File: src/rtl/fp16_square_seq_pkg.sv
`default_nettype none
// ============================================================================
// Module      : fp16_square_seq_pkg
// Description : Shared FP16 constants and the squarer FSM state type.
// Revision    : 1.0 - initial release
// ============================================================================
package fp16_square_seq_pkg;

    localparam logic [15:0] FP16_QNAN = 16'hFE00;
    localparam logic [15:0] FP16_PINF = 16'h7C00;
    localparam logic [15:0] FP16_ZERO = 16'h0000;

    localparam int FP16_BIAS = 15;
    localparam int FP16_EMAX = 15;
    localparam int FP16_EMIN = -14;

    // Number of shift-add iterations, one per mantissa bit (hidden bit included)
    localparam int SQ_ITERS = 11;

    typedef enum logic [1:0] {
        IDLE = 2'd0,
        MULT = 2'd1,
        PACK = 2'd2
    } state_t;

endpackage
`default_nettype wire

File: src/rtl/fp16_square_seq_if.sv
`default_nettype none
// ============================================================================
// Module      : fp16_square_seq_if
// Description : Request/result signals of the FP16 squarer.
// Revision    : 1.0 - initial release
// ============================================================================
interface fp16_square_seq_if;

    logic        start;
    logic [15:0] in_data;
    logic        busy;
    logic        result_valid;
    logic [15:0] out_data;

    // Requester side
    modport master (
        output start,
        output in_data,
        input  busy,
        input  result_valid,
        input  out_data
    );

    // Squarer side
    modport slave (
        input  start,
        input  in_data,
        output busy,
        output result_valid,
        output out_data
    );

endinterface
`default_nettype wire

File: src/rtl/fp16_normalizer.sv
`default_nettype none
// ============================================================================
// Module      : fp16_normalizer
// Description : Unbiased exponent and 11-bit mantissa with m[10]=1; subnormal
//               inputs are shifted up so the range of e becomes -24..15.
// Revision    : 1.0 - initial release
// ============================================================================
module fp16_normalizer
    import fp16_square_seq_pkg::*;
(
    input  logic [14:0]       x,
    input  logic              sub,
    output logic signed [6:0] e,
    output logic [10:0]       m
);

    logic [3:0] lead;

    // Leading-one search over the fraction; only meaningful for subnormals
    always_comb begin
        lead = 4'd0;
        for (int i = 0; i < 10; i++) begin
            if (x[i]) begin
                lead = 4'(i);
            end
        end
    end

    // Subnormal value is frac * 2^-24; moving the leading one to bit 10
    // leaves exponent lead - 24
    always_comb begin
        if (sub) begin
            m = 11'({1'b0, x[9:0]} << (4'd10 - lead));
            e = {3'b000, lead} - 7'd24;
        end else begin
            m = {1'b1, x[9:0]};
            e = {2'b00, x[14:10]} - 7'(FP16_BIAS);
        end
    end

endmodule
`default_nettype wire

File: src/rtl/fp16_packer.sv
`default_nettype none
// ============================================================================
// Module      : fp16_packer
// Description : Packs sign, unbiased exponent and 11-bit mantissa into FP16.
//               Normal and subnormal ranges, truncating; does not saturate.
// Revision    : 1.0 - initial release
// ============================================================================
module fp16_packer
    import fp16_square_seq_pkg::*;
(
    input  logic              sign,
    input  logic signed [7:0] exp,
    input  logic [10:0]       mant,
    output logic [15:0]       result
);

    localparam logic signed [7:0] EMIN8     = 8'(FP16_EMIN);
    localparam logic signed [7:0] SUB_FLOOR = -8'sd25;

    logic [7:0] shamt;

    // Normal range keeps the mantissa; subnormal range shifts it right by the
    // distance below EMIN; anything lower flushes to zero
    always_comb begin
        shamt  = 8'd0;
        result = FP16_ZERO;
        if (exp >= EMIN8) begin
            result = {sign, 5'(exp + 8'(FP16_BIAS)), mant[9:0]};
        end else if (exp >= SUB_FLOOR) begin
            shamt  = 8'(EMIN8 - exp);
            result = {sign, 5'd0, 10'(mant >> shamt)};
        end
    end

endmodule
`default_nettype wire

File: src/rtl/fp16_special_detector.sv
`default_nettype none
// ============================================================================
// Module      : fp16_special_detector
// Description : Classifies the magnitude of an FP16 value (NaN/inf/zero/sub).
// Revision    : 1.0 - initial release
// ============================================================================
module fp16_special_detector (
    input  logic [14:0] x,
    output logic        nan,
    output logic        inf,
    output logic        zero,
    output logic        sub
);

    logic exp_ones;
    logic exp_zero;
    logic frac_zero;

    assign exp_ones  = (x[14:10] == 5'h1F);
    assign exp_zero  = (x[14:10] == 5'h00);
    assign frac_zero = (x[9:0] == 10'h000);

    assign nan  = exp_ones & ~frac_zero;
    assign inf  = exp_ones &  frac_zero;
    assign zero = exp_zero &  frac_zero;
    assign sub  = exp_zero & ~frac_zero;

endmodule
`default_nettype wire

File: src/rtl/fp16_special_handler.sv
`default_nettype none
// ============================================================================
// Module      : fp16_special_handler
// Description : Fixed results for special-class operands (NaN > inf > zero).
// Revision    : 1.0 - initial release
// ============================================================================
module fp16_special_handler
    import fp16_square_seq_pkg::*;
(
    input  logic        nan,
    input  logic        inf,
    input  logic        zero,
    output logic        special,
    output logic [15:0] value
);

    // Priority select of the canned result; special drops when none applies
    always_comb begin
        special = 1'b1;
        value   = FP16_ZERO;
        if (nan) begin
            value = FP16_QNAN;
        end else if (inf) begin
            value = FP16_PINF;
        end else if (zero) begin
            value = FP16_ZERO;
        end else begin
            special = 1'b0;
        end
    end

endmodule
`default_nettype wire

File: src/rtl/fp16_square_mult_core.sv
`default_nettype none
// ============================================================================
// Module      : fp16_square_mult_core
// Description : Shift-add squarer for an 11-bit mantissa, one bit per step.
//               Exposes the top 12 product bits; lower bits are truncated.
// Revision    : 1.0 - initial release
// ============================================================================
module fp16_square_mult_core
    import fp16_square_seq_pkg::*;
(
    input  logic        clk,
    input  logic        rst_n,
    input  logic        load,
    input  logic        step,
    input  logic [10:0] m_in,
    output logic        done,
    output logic [11:0] hi
);

    logic [10:0] m;
    logic [21:0] p;
    logic [3:0]  cnt;

    // The step that consumes the last mantissa bit is flagged as done
    assign done = (cnt == 4'(SQ_ITERS - 1));
    assign hi   = p[21:10];

    // Load clears the accumulator; each step adds m << i when m[i] is set
    always_ff @(posedge clk or negedge rst_n) begin
        if (!rst_n) begin
            m   <= 11'd0;
            p   <= 22'd0;
            cnt <= 4'd0;
        end else if (load) begin
            m   <= m_in;
            p   <= 22'd0;
            cnt <= 4'd0;
        end else if (step) begin
            if (m[cnt]) begin
                p <= p + ({11'd0, m} << cnt);
            end
            cnt <= cnt + 4'd1;
        end
    end

endmodule
`default_nettype wire

File: src/rtl/fp16_square_seq.sv
`default_nettype none
// ============================================================================
// Module      : fp16_square_seq
// Description : Sequential FP16 squarer, x*x, fixed 12-cycle latency.
//               IDLE -> MULT (11 cycles) -> PACK (1 cycle) -> IDLE.
// Revision    : 1.0 - initial release
// ============================================================================
module fp16_square_seq
    import fp16_square_seq_pkg::*;
(
    input  logic              clk,
    input  logic              rst_n,
    fp16_square_seq_if.slave  bus
);

    localparam logic signed [7:0] EMAX8 = 8'(FP16_EMAX);

    state_t state;

    // Front-end decode of the live operand
    logic              nan_in, inf_in, zero_in, sub_in;
    logic signed [6:0] e_in;
    logic [10:0]       m_in;

    // Operand state captured on the accepting edge
    logic              sign_r;
    logic signed [6:0] e_r;
    logic              nan_r, inf_r, zero_r;

    // Registered outputs
    logic        busy_reg;
    logic        valid_reg;
    logic [15:0] out_reg;

    // Datapath
    logic              load, step, core_done;
    logic [11:0]       hi;
    logic              carry;
    logic [10:0]       mant;
    logic signed [7:0] exp_res;
    logic              special;
    logic [15:0]       special_value;
    logic [15:0]       packed_value;
    logic [15:0]       result;

    fp16_special_detector u_detector (
        .x    (bus.in_data[14:0]),
        .nan  (nan_in),
        .inf  (inf_in),
        .zero (zero_in),
        .sub  (sub_in)
    );

    fp16_normalizer u_normalizer (
        .x   (bus.in_data[14:0]),
        .sub (sub_in),
        .e   (e_in),
        .m   (m_in)
    );

    assign load = (state == IDLE) && bus.start;
    assign step = (state == MULT);

    fp16_square_mult_core u_core (
        .clk   (clk),
        .rst_n (rst_n),
        .load  (load),
        .step  (step),
        .m_in  (m_in),
        .done  (core_done),
        .hi    (hi)
    );

    // m*m lies in [2^20, 2^22); a set top bit means one extra exponent step
    assign carry   = hi[11];
    assign mant    = carry ? hi[11:1] : hi[10:0];
    assign exp_res = $signed({e_r, 1'b0}) + $signed({7'd0, carry});

    fp16_special_handler u_handler (
        .nan     (nan_r),
        .inf     (inf_r),
        .zero    (zero_r),
        .special (special),
        .value   (special_value)
    );

    // Sign of x*x is s^s, i.e. always positive
    fp16_packer u_packer (
        .sign   (sign_r ^ sign_r),
        .exp    (exp_res),
        .mant   (mant),
        .result (packed_value)
    );

    // Result priority: special class, then overflow (packer would wrap), then packer
    always_comb begin
        result = packed_value;
        if (special) begin
            result = special_value;
        end else if (exp_res > EMAX8) begin
            result = FP16_PINF;
        end
    end

    // Control FSM with registered busy/result_valid/out_data
    always_ff @(posedge clk or negedge rst_n) begin
        if (!rst_n) begin
            state     <= IDLE;
            busy_reg  <= 1'b0;
            valid_reg <= 1'b0;
            out_reg   <= FP16_ZERO;
            sign_r    <= 1'b0;
            e_r       <= 7'sd0;
            nan_r     <= 1'b0;
            inf_r     <= 1'b0;
            zero_r    <= 1'b0;
        end else begin
            valid_reg <= 1'b0;
            case (state)
                IDLE: begin
                    if (bus.start) begin
                        state    <= MULT;
                        busy_reg <= 1'b1;
                        sign_r   <= bus.in_data[15];
                        e_r      <= e_in;
                        nan_r    <= nan_in;
                        inf_r    <= inf_in;
                        zero_r   <= zero_in;
                    end
                end
                MULT: begin
                    if (core_done) begin
                        state <= PACK;
                    end
                end
                PACK: begin
                    out_reg   <= result;
                    valid_reg <= 1'b1;
                    busy_reg  <= 1'b0;
                    state     <= IDLE;
                end
                default: begin
                    state    <= IDLE;
                    busy_reg <= 1'b0;
                end
            endcase
        end
    end

    assign bus.busy         = busy_reg;
    assign bus.result_valid = valid_reg;
    assign bus.out_data     = out_reg;

endmodule
`default_nettype wire

File: src/flat_wrapper.sv
// flat-port wrapper written by rule: the top's interface ports become plain ports
module fp16_square_seq_flat import fp16_square_seq_pkg::*;
  (clk, rst_n, bus_start, bus_in_data, bus_busy, bus_result_valid, bus_out_data);
  fp16_square_seq_if bus_i ();
  input  logic clk;
  input  logic rst_n;
  input wire logic [$bits(bus_i.start)-1:0] bus_start;
  input wire logic [$bits(bus_i.in_data)-1:0] bus_in_data;
  output wire logic [$bits(bus_i.busy)-1:0] bus_busy;
  output wire logic [$bits(bus_i.result_valid)-1:0] bus_result_valid;
  output wire logic [$bits(bus_i.out_data)-1:0] bus_out_data;
  assign bus_i.start = bus_start;
  assign bus_i.in_data = bus_in_data;
  assign bus_busy = bus_i.busy;
  assign bus_result_valid = bus_i.result_valid;
  assign bus_out_data = bus_i.out_data;
  fp16_square_seq u_core (.clk(clk), .rst_n(rst_n), .bus(bus_i));
endmodule
File: config.mk
export PLATFORM = sky130hd
export DESIGN_NAME = fp16_square_seq_flat
export DESIGN_NICKNAME = d
export VERILOG_FILES = /design/src/rtl/fp16_square_seq_pkg.sv /design/src/rtl/fp16_square_seq_if.sv /design/src/rtl/fp16_normalizer.sv /design/src/rtl/fp16_packer.sv /design/src/rtl/fp16_special_detector.sv /design/src/rtl/fp16_special_handler.sv /design/src/rtl/fp16_square_mult_core.sv /design/src/rtl/fp16_square_seq.sv /design/src/flat_wrapper.sv
export SDC_FILE = /design/constraint.sdc
export NUM_CORES = 1
export LEC_CHECK = 0
export ABC_CLOCK_PERIOD_IN_PS = 3000
export BUFFER_PORTS_ARGS = -buffer_cell sky130_fd_sc_hd__buf_2
export CAP_MARGIN = 20
export CORE_MARGIN = 2
export CORE_UTILIZATION = 57
export DETAILED_ROUTE_END_ITERATION = 8
export GPL_TIMING_DRIVEN = 0
export PLACE_DENSITY_LB_ADDON = 0.08
export REMOVE_ABC_BUFFERS = 1
export SLEW_MARGIN = 20
export SYNTH_ARGS = -nofsm -noshare
export SYNTH_HDL_FRONTEND = slang
export SYNTH_HIERARCHICAL = 1
export SYNTH_SLANG_ARGS = --single-unit
File: constraint.sdc
create_clock -name clk -period 3 [get_ports clk]
set_input_delay 0.6 -clock clk [delete_from_list [all_inputs] [get_ports clk]]
set_output_delay 0.6 -clock clk [all_outputs]
set_load 0.02 [all_outputs]
* Word level (Yosys, flattened, before mapping)
Cells that the tools add are included.
** Cells by class
- Bitwise logic cells :: 6
- $add $sub $neg :: 8
- Order comparisons :: 4
- Shift operators :: 3
- Reduce and logical (&&, ||, !) cells :: 10
- Eq/ne operators :: 6
- Multiplexer cells :: 34
** Operator list (count)
- 22-bit 2-to-1 mux :: 3
- 15-bit 2-to-1 mux :: 3
- 4-bit 2-to-1 mux :: 10
- 16-bit 2-to-1 mux :: 2
- 22-bit adder :: 1
- 11-bit 2-to-1 mux :: 2
- 11-bit by 4-bit left shift with 22-bit output :: 1
- 10-bit by 4-bit left shift with 11-bit output :: 1
- 11-bit by 8-bit right shift with 10-bit output :: 1
- 10-bit zero test :: 1
- 10-bit 2-to-1 mux :: 1
- 8-bit by 2-bit adder with 8-bit output :: 1
- 8-bit by 5-bit greater-or-equal comparator with 1-bit output (second input constant) :: 1
- 8-bit by 6-bit greater-or-equal comparator with 1-bit output (second input constant) :: 1
- 8-bit by 5-bit > comparator with 1-bit output (second input constant) :: 1
- 2-bit AND reduction :: 4
- 5-bit by 8-bit subtractor with 8-bit output (first input constant) :: 1
- 1-bit 2-to-1 mux :: 7
- 7-bit 2-to-1 mux :: 1
- 4-bit by 5-bit subtractor with 6-bit output (second input constant) :: 1
- 5-bit by 4-bit subtractor with 6-bit output (second input constant) :: 1
- 5-bit adder (second input constant) :: 1
- 5-bit equality test (second input constant) :: 1
- 5-bit zero test :: 1
- 17 further kinds :: 23
** Word-level totals
- Output and inout port bits :: 18
- Input bits :: 19
- Register bits :: 67
- Word-level logic and storage cells :: 82

* Longest topological paths before layout
Gate-level depths: netlist of the first run.
- Word-level depth :: 12
- Gate-level depth with buffers :: 17
- Gate-level depth less buffers :: 15

* Modules after synthesis
Netlist of the first run, hierarchy kept.
** By module, submodules not included
- fp16_square_mult_core :: sequential area each 925.9 sq um, area each 3313.2 sq um, instances 1, cells an instance 388
- fp16_square_seq :: sequential area each 750.7 sq um, area each 1526.5 sq um, instances 1, cells an instance 152
- fp16_normalizer :: sequential area each 0.0 sq um, area each 905.9 sq um, instances 1, cells an instance 143
- fp16_packer :: sequential area each 0.0 sq um, area each 830.8 sq um, instances 1, cells an instance 106
- fp16_special_handler :: sequential area each 0.0 sq um, area each 128.9 sq um, instances 1, cells an instance 18
- fp16_special_detector :: sequential area each 0.0 sq um, area each 77.6 sq um, instances 1, cells an instance 15

* Worst setup path after synthesis of the first run
Ideal clock, no wire load.
- Kind :: flip-flop to flip-flop
- Start :: register u_core.u_core.cnt[1]
- End :: register u_core.u_core.p[21]
- Required time :: 2.875 ns
- Arrival time :: 3.154 ns
- Buffers on the path :: 3
- Library setup time :: 0.125 ns
- Cell stages (with the launch flop) :: 18
- Clock period less this slack :: 3.279 ns
- Path slack :: -0.279 ns
- Cell sequence :: dfrtp_1 -> buf_2 -> buf_2 -> mux2i_1 -> nand2_1 -> o21ai_0 -> nand2_1 -> o21ai_0 -> o22ai_1 -> ha_1 -> clkbuf_1 -> and4_1 -> and3_1 -> nand3_1 -> o21ai_1 -> nand3_1 -> a21oi_2 -> mux2_4
** On the way
- Longest elaborated chain between the ends :: 5
- Elaborated cells between the ends (all ways) :: 9
- Those cells by class :: add/sub: 1; shift: 1; mux: 5; reduce/logical: 2
** Ends and longest elaborated chain
- start, declared :: RTL line fp16_square_mult_core.sv:22 : logic [3:0] cnt;
- start signal, assigned :: RTL line fp16_square_mult_core.sv:42 : cnt <= cnt + 4'd1;
- 11-bit by 4-bit left shift with 22-bit output :: RTL line fp16_square_mult_core.sv:40 : p <= p + ({11'd0, m} << cnt);
- 22-bit adder :: RTL line fp16_square_mult_core.sv:40
- 22-bit 2-to-1 mux :: RTL line fp16_square_mult_core.sv:39 : if (m[cnt]) begin
- 22-bit 2-to-1 mux :: RTL line fp16_square_mult_core.sv:38 : end else if (step) begin
- 22-bit 2-to-1 mux :: RTL line fp16_square_mult_core.sv:34 : end else if (load) begin
- end signal, assigned :: RTL line fp16_square_mult_core.sv:40
- end, declared :: RTL line fp16_square_mult_core.sv:21 : logic [21:0] p;
Parallel ways exist; a longest one is shown, timed or not. The select of a mux whose other input is x is not followed.
A chain may end at the register's enable or synchronous reset.

* Final worst setup path of the first run
- Start :: register u_core.u_core.cnt[1]
- End :: register u_core.u_core.p[18]
Same word-level chain as after synthesis.

==> results of run 1 <==
cells in the mapped netlist (21+ instances only):
master	instances
a21oi_1	77
mux2_2	39
nor2_1	63
clkbuf_1	21
dfrtp_1	67
nor3_1	21
inv_1	26
nor2b_1	22
ha_1	29
nand3_1	21
nand2_1	75
o21ai_0	44
buf_4	30
mux2i_1	24
cell type report:
type                       count  area (sq um)  share of cell area (%)
sequential                    67          1690                    21.2
clock buffer                  13           260                    3.26
multi-input combinational    656          5070                    63.6
clock inverter                 2          35.0                   0.439
inverter                      30           116                    1.46
timing repair buffer          86           627                    7.86
tap                          143           179                    2.24
power breakdown:
part	total, uW	internal (uW)	switching [uW]
Clock	1090	684	405
Combinational	7070	3210	3860
Sequential	1860	1280	583
Total	10000	5170	4850
logic make-up after synthesis:
kind of cell,share of synthesized area (%)
XOR/XNOR,2.97
buffers and inverters,9.04
multiplexers,13.5
adder cells (fa/ha/maj),5.64
AO/OA/AOI/OAI,23.4
AND/OR/NAND/NOR,20.6
other,0.111
flip-flops,24.7
stage by stage:
stage	setup slack [ns]	total power, uW	setup TNS (ns)	hold slack, ns	utilization [%]
after global placement	-1.08	6780	-22.76	0.459	57.9
after global routing	-0.393	10700	-3.46	0.232	69.3
after CTS	-0.158	9250	-1.11	0.205	66.2
after detailed placement	-1.18	6980	-24.50	0.469	58.6
final	-0.323	10000	-1.99	0.192	69.3
after floorplan	-0.419	5740	-2.98	0.304	-
worst max path at each step:
stage | startpoint | to | depth (start not counted)
after floorplan | u_core/u_core/cnt[1] | u_core/u_core/p[21] | 13
after global placement | u_core/u_core/cnt[1] | u_core/u_core/p[21] | 13
after detailed placement | u_core/u_core/cnt[1] | u_core/u_core/p[21] | 13
after CTS | u_core/u_core/cnt[1] | u_core/u_core/p[19] | 14
after global routing | u_core/u_core/cnt[1] | u_core/u_core/p[21] | 16
final | u_core/u_core/cnt[1] | u_core/u_core/p[18] | 15
worst max-delay path: stages (launching register included):
cell and delay (ns):
dfrtp_4 0.53, mux2i_2 0.18, buf_4 0.15, nand2_1 0.10
o21ai_4 0.09, mux2i_1 0.19, nand2_1 0.09, o21ai_2 0.11
ha_2 0.36, a21oi_4 0.25, nor2b_1 0.09, a41o_1 0.24
or4_1 0.44, o221ai_2 0.10, xor2_1 0.21, o21ai_1 0.08
cells in the final DEF (no fill, tap or decap), types with 19 or more instances in the layout:
cell type  count
dfrtp_1       62
o21ai_0       32
buf_2         34
a21oi_1       64
nand2_1       70
mux2_2        37
nor3_1        19
nand3_1       20
nor2_1        57
inv_1         24
nor2b_1       20
mux2i_1       19
buf_4         42
metal layers:
layer / wire, microns / global-route usage [%]
met3: 1040 / 4.18
met1: 8150 / 38.0
met5: 0 / 0
met2: 8840 / 45.2
met4: 578 / 13.6
repair_timing:
action,in CTS,in global routing
endpoints found under the setup margin,38,22
resized for setup,92,41
buffers inserted,29,18
hold buffers,0,0
pin swaps,30,19
==> out/summary.txt, run 1 <==
Mean Syn Cell Area: 8.25 sq um
EDFF count, synth: 0
Initial Utilization: 58.9%
via count: 6370
vias in the first global route: 6036
Worst R2R Start: u_core/u_core/cnt[1]
vias per cell: 6.39
fmax: 301 MHz
Peak supply drop: 812 uV
WL per Instance: 18.7 microns
1st-pass router iterations: 7
TritonCTS clock tree: built
setup slack after layout: -0.323 ns
Critical Path RT: 3.23 ns
Routed WL: 18600 microns
sequential area share after synthesis: 24.7%
CTS Buffer Depth: 2
chip width: 113 microns
Post-Syn Instances: 822
largest area contributor in the netlist: dfrtp_1
LEAKAGE: 0.00334 uW
largest net degree at the start of global routing: 40
period utilization: 111%
Post-Place Cell Area: 6750 sq um
status: complete, but fails checks
Cell Count, Final, Fillers Out: 997
r2r worst-path depth: 15
failing checks: design-rule violations, negative setup slack
clk sinks: 67
crit-path max FO: 7
Largest register FFs: 22
Min-Delay Path Class: in2async
unrepaired setup endpoints after global routing: true
Fin. Hold Viols: 0
chip height: 113 microns
Yosys reg bits: 67
final instance area: 7980 sq um
I/O Buffers: 35
max_cap viols: 0
Post-layout nets: 899
fill count: 933
Synth top area share: 24.7%
CP Capture Type: flop
Synth Flop Type: dfrtp_1
die footprint: 12800 sq um
CTS buffer count: 9
Synth async-reset ratio: 100%
Worst Path Arrival: 3.55 ns
GP Congestion: 0.917
Synth-to-Final Area Change: 17.6%
relative slew slack: 31.0%
Tot GR Track Use: 28.4%
share of layout cells above drive strength 1: 31.1%
clock skew: 0.0157 ns
top cells by area, synth: dfrtp_1, mux2_2, a21oi_1, ha_1, nand2_1
core area: 11500 sq um
actual slew at the worst max-slew pin: 1.03 ns
startpoint class of the critical path: flop
worst reg2reg endpoint: u_core/u_core/p[18]
Ports: 37
Ys Warns: 6
worst-skew pair later-pin latency: 0.35 ns
Netlist cell types: 90
Worst-path clk slew: 0.06 ns
global-route wire length before repair: 29400 microns
H-Tree Depth: 3
antenna violations before repair: 0
Setup-failing EPs final: 11
kind of critical path: reg2reg
Detail Route Antenna Nets: 0
placed cells: 935
site row count: 39
number of remaining DRC errors: 1
Iter 0 DRT Violations: 655
Tmin final: 3.32 ns
FF-to-FF setup slack: -0.32 ns
Pwr per Cell Area: 1260 nW/um^2
DP HPWL: 12000 microns
Pins Over Slew Limit: 0
n_diodes: 0
mapped cell area: 6780 sq um
global route total overflow: 0
Largest Register: u_core/u_core/p
Root Driver: clkbuf_16
(Power assumes the default switching activity.)
==> inputs of run 2 (changes only) <==
Settings changed: CTS_BUF_LIST set to sky130_fd_sc_hd__clkbuf_16.
==> run 2 against run 1 <==
Effect of this change: sequential power about the same; cell count down 0.20%; first-iteration DRC count up 1.5%; register-to-register slack better by 0.05 ns; count of clock-buffer cells in the layout down 4; via count about the same; flip-flop and latch count unchanged; critical path type unchanged; clock skew down 0.0012 ns; combinational power down 1%; utilization down 0.48 points; the run still ends with design-rule violations, negative setup slack left; critical path depth down 1.
==> out/summary.txt, run 2 (synthesis results as in run 1) <==
status: complete, but fails checks
failing checks: design-rule violations, negative setup slack
Synth-to-Final Area Change: 16.8%
FF-to-FF setup slack: -0.28 ns
pre-CTS setup slack: -1.18 ns
fmax: 305 MHz
Min-Delay Path Class: in2async
core area: 11500 sq um
Int Power: 5090 uW
Worst-path clk slew: 0.06 ns
kind of critical path: reg2reg
Peak supply drop: 752 uV
r2r worst-path depth: 14
CTS buffer count: 9
setup slack after layout: -0.275 ns
Routed WL: 18400 microns
Flop pwr share: 18.9%
worst-skew pair later-pin latency: 0.34 ns
share of layout cells above drive strength 1: 30.3%
Largest Register: u_core/u_core/p
Initial Utilization: 58.9%
clock skew: 0.0145 ns
actual slew at the worst max-slew pin: 1.01 ns
crit-path max FO: 7
CP Capture Type: flop
vias in the first global route: 5964
startpoint class of the critical path: flop
Worst Hold Slack: 0.196 ns
Largest register FFs: 22
switching share of power: 48.4%
DP HPWL: 12000 microns
Post-Route Setup TNS: -2.05 ns
Detail Route Antenna Nets: 0
Post-layout nets: 897
Root Driver: clkbuf_16
P_sw: 4770 uW
Pwr per Cell Area: 1240 nW/um^2
clk sinks: 67
1st-pass router iterations: 8
most frequent cells in the layout: nand2_1, a21oi_1, dfrtp_1
Critical Path RT: 3.22 ns
unrepaired setup endpoints after global routing: true
Comb pwr share: 70.7%
largest net degree at the start of global routing: 40
WL per Instance: 18.5 microns
H-Tree Depth: 3
Tmin final: 3.28 ns
Tot GR Track Use: 28.0%
Cell Count, Final, Fillers Out: 995
number of remaining DRC errors: 1
Ports: 37
Clk pwr share: 10.4%
placed cells: 935
relative slew slack: 32.4%
worst reg2reg endpoint: u_core/u_core/p[18]
global-route wire length before repair: 29100 microns
vias per cell: 6.41
max_cap viols: 0
Worst R2R Start: u_core/u_core/cnt[1]
chip width: 113 microns
Worst Path Arrival: 3.50 ns
chip height: 113 microns
via count: 6374
commonest non-fill, non-tap cell in the layout: nand2_1
n_diodes: 0
site row count: 39
period utilization: 109%
die footprint: 12800 sq um
CTS Buffer Depth: 2
LEAKAGE: 0.00332 uW
TritonCTS clock tree: built
GP Congestion: 0.917
Iter 0 DRT Violations: 665
antenna violations before repair: 0
Pins Over Slew Limit: 0
Fin. Hold Viols: 0
global route total overflow: 0
I/O Buffers: 35
Setup-failing EPs final: 12
cts hold-fix bufs: 0
## run 2: worst max path at each step
stage | cells after the start | endpoint | slack, ns | from
floorplan | 13 | u_core/u_core/p[21] | -0.42 | u_core/u_core/cnt[1]
global placement | 13 | u_core/u_core/p[21] | -1.08 | u_core/u_core/cnt[1]
detailed placement | 13 | u_core/u_core/p[21] | -1.18 | u_core/u_core/cnt[1]
CTS | 12 | u_core/u_core/p[19] | -0.16 | u_core/u_core/cnt[1]
global route | 14 | u_core/u_core/p[21] | -0.41 | u_core/u_core/cnt[1]
finish | 14 | u_core/u_core/p[18] | -0.28 | u_core/u_core/cnt[1]
## run 2: cell type report
| type | instances | area (sq um) |
|---|---|---|
| repair buffers | 84 | 612 |
| clock buffers | 9 | 225 |
| flip-flops and latches | 67 | 1690 |
| clock inverters | 6 | 50.0 |
| multi-input cells | 656 | 5050 |
| fillers | 934 | 3590 |
| well taps | 143 | 179 |
| inverters | 30 | 116 |
## run 2: power by group through the flow
stage               combinational, uW  clock, uW  sequential [uW]
global placement                 4950          0             1830
CTS                              6140       1040             1820
finish                           6980       1030             1860
detailed placement               5120          0             1860
floorplan                        3930          0             1800
global route                     7510       1080             1930
## run 2: repair_timing
action | 4_1_cts | 5_1_grt
endpoints found under the setup margin | 38 | 21
gates resized for setup | 76 | 50
buffers inserted | 29 | 16
pin swaps | 35 | 28
## run 2: routing by layer
layer | vias up | wire length, microns | part of all wire, % | track usage, %
met5 | - | 0 | 0 | 0
met4 | 0 | 550 | 3.0 | 12.4
met3 | 47 | 936 | 5.1 | 3.21
met2 | 224 | 8760 | 48 | 44.9
met1 | 3100 | 8170 | 44 | 38.3
li1 | 3003 | - | - | -
## run 2: critical path, stage by stage (launching register included)
cell,delay [ns]
dfrtp_4,0.53
buf_8,0.16
mux2i_4,0.18
nor2_2,0.11
a21oi_2,0.06
mux2_4,0.30
a21oi_4,0.23
ha_4,0.26
a21oi_4,0.17
o21ai_2,0.09
a41o_1,0.25
or3_4,0.36
o221ai_4,0.18
xor2_1,0.20
o21ai_1,0.07
## run 2: per-stage QoR
step / utilization, % / power, uW / instance area (sq um)
6_report: 68.8 / 9870 / 7920
5_1_grt: 68.8 / 10500 / 7920
3_3_place_gp: 57.9 / 6780 / 6670
3_5_place_dp: 58.6 / 6980 / 6750
4_1_cts: 65.4 / 9000 / 7530
2_1_floorplan: - / 5740 / 6310
==> inputs of run 3 (changes only) <==
Settings changed: ABC_CLOCK_PERIOD_IN_PS 3000 to 3600, CAP_MARGIN 20 to 10, CORE_UTILIZATION 57 to 61.
Clock period 3 ns to 3.6 ns, I/O delays scaled along.
==> run 3 against run 2 <==
Effect of this change: maximum frequency is 6.3% lower; via count is 6.8% lower; critical endpoint is now u_core/u_core/p[21]; final area is 10% lower; total power is 31% lower; critical path type unchanged; largest power group unchanged; die area is 6.3% lower; the flow now finishes without violations; critical path depth is 1 lower; combinational power is 35% lower.
==> out/summary.txt, run 3 (synthesis results as in run 1) <==
site row count: 38
clock skew: 0.00472 ns
actual slew at the worst max-slew pin: 0.982 ns
Fin. Hold Viols: 0
Worst-path clk slew: 0.05 ns
Worst Path Arrival: 3.72 ns
Detail Route Antenna Nets: 0
Tot GR Track Use: 27.8%
n_diodes: 0
DP HPWL: 11800 microns
Initial Utilization: 62.6%
Peak supply drop: 600 uV
max_cap viols: 0
clk sinks: 67
vias in the first global route: 5381
GP Congestion: 0.941
core area: 10800 sq um
Critical Path RT: 3.82 ns
die footprint: 12000 sq um
startpoint class of the critical path: flop
global-route wire length before repair: 26200 microns
relative slew slack: 34.5%
Post-Place Cell Area: 6730 sq um
cts hold-fix bufs: 0
Routed WL: 16200 microns
chip width: 109 microns
CP Capture Type: flop
share of layout cells above drive strength 1: 19.4%
Min-Delay Path Class: in2async
Pwr per Cell Area: 958 nW/um^2
chip height: 109 microns
via count: 5943
Setup-failing EPs final: 0
1st-pass router iterations: 5
Root Driver: clkbuf_16
Tmin final: 3.49 ns
CTS buffer count: 9
global route total overflow: 0
H-Tree Depth: 3
unrepaired setup endpoints after global routing: true
kind of critical path: reg2reg
final instance area: 7100 sq um
Post-layout nets: 855
crit-path max FO: 11
commonest non-fill, non-tap cell in the layout: nand2_1
Largest register FFs: 22
Iter 0 DRT Violations: 572
status: finished, final reports clean
Largest Register: u_core/u_core/p
antenna violations before repair: 0
number of remaining DRC errors: 0
WL per Instance: 17.0 microns
period utilization: 97.1%
LEAKAGE: 0.00304 uW
Synth-to-Final Area Change: 4.63%
placed cells: 932
most frequent cells in the layout: nand2_1, a21oi_1, dfrtp_1
Pins Over Slew Limit: 0
worst-skew pair later-pin latency: 0.34 ns
Cell Count, Final, Fillers Out: 949
Post-Route Setup TNS: 0 ns
CTS Buffer Depth: 2
I/O Buffers: 35
r2r worst-path depth: 13
largest net degree at the start of global routing: 36
Worst Hold Slack: 0.334 ns
fmax: 286 MHz
vias per cell: 6.26
TritonCTS clock tree: built
fill count: 956
Ports: 37
-- run 3: per-layer routing --
metal | wire (microns) | global-route usage, %
met5 | 0 | 0
met4 | 355 | 10.8
met3 | 812 | 4.15
met2 | 7530 | 42.9
met1 | 7470 | 39.2
-- run 3: area by class of cell --
cell class	instances	area (sq um)	area share, %
clock buffer	9	225	3.17
clock inverter	5	22.5	0.317
inverter	30	113	1.59
multi-input combinational	656	4610	64.9
sequential	67	1690	23.8
tap	140	175	2.47
timing repair buffer	42	265	3.74
-- run 3: final timing paths --
kind,startpoint,slack (ns),end
worst max-delay path,u_core/u_core/cnt[1],0.11,u_core/u_core/p[21]
worst min-delay path,rst_n,0.33,u_core/bus.result_valid
worst max register to register,u_core/u_core/cnt[1],0.11,u_core/u_core/p[21]
worst min register to register,u_core/bus.busy,0.48,u_core/bus.busy
max in group asynchronous,rst_n,2.70,u_core/u_core/cnt[1]
min in group clk,u_core/bus.busy,0.48,u_core/bus.busy
-- run 3: power breakdown --
part	leakage, uW	switching, uW	internal [uW]
registers	0.000809	452	1070
clock network	0.000126	310	448
logic	0.00210	2600	1920
total	0.00304	3360	3440
-- run 3: repair_timing --
action | 4_1_cts | 5_1_grt
cloned | 0 | 0
gates resized for setup | 8 | 18
pin swaps | 0 | 2
setup buffers | 0 | 3
endpoints found under the setup margin | 16 | 17
endpoints found under the hold margin | 0 | 0
-- run 3: through the flow --
stage / worst slack (ns) / util (%) / power, uW
5_1_grt: -0.00832 / 65.5 / 7360
3_5_place_dp: -0.544 / 62.1 / 5800
2_1_floorplan: 0.181 / - / 4780
6_report: 0.105 / 65.5 / 6800
3_3_place_gp: -0.519 / 61.5 / 5650
4_1_cts: -0.0392 / 64.5 / 6610
-- run 3: worst max-delay path, stage by stage, from the launching register on --
cell and delay, ns:
dfrtp_4 0.52, mux2_2 0.38, o21ai_2 0.22, mux2i_1 0.13
nand2_1 0.09, o21ai_0 0.17, ha_2 0.47, nand4_1 0.21
o221ai_2 0.28, a221oi_1 0.13, o21ai_1 0.17, nand3_1 0.13
a21oi_2 0.17, mux2_4 0.31
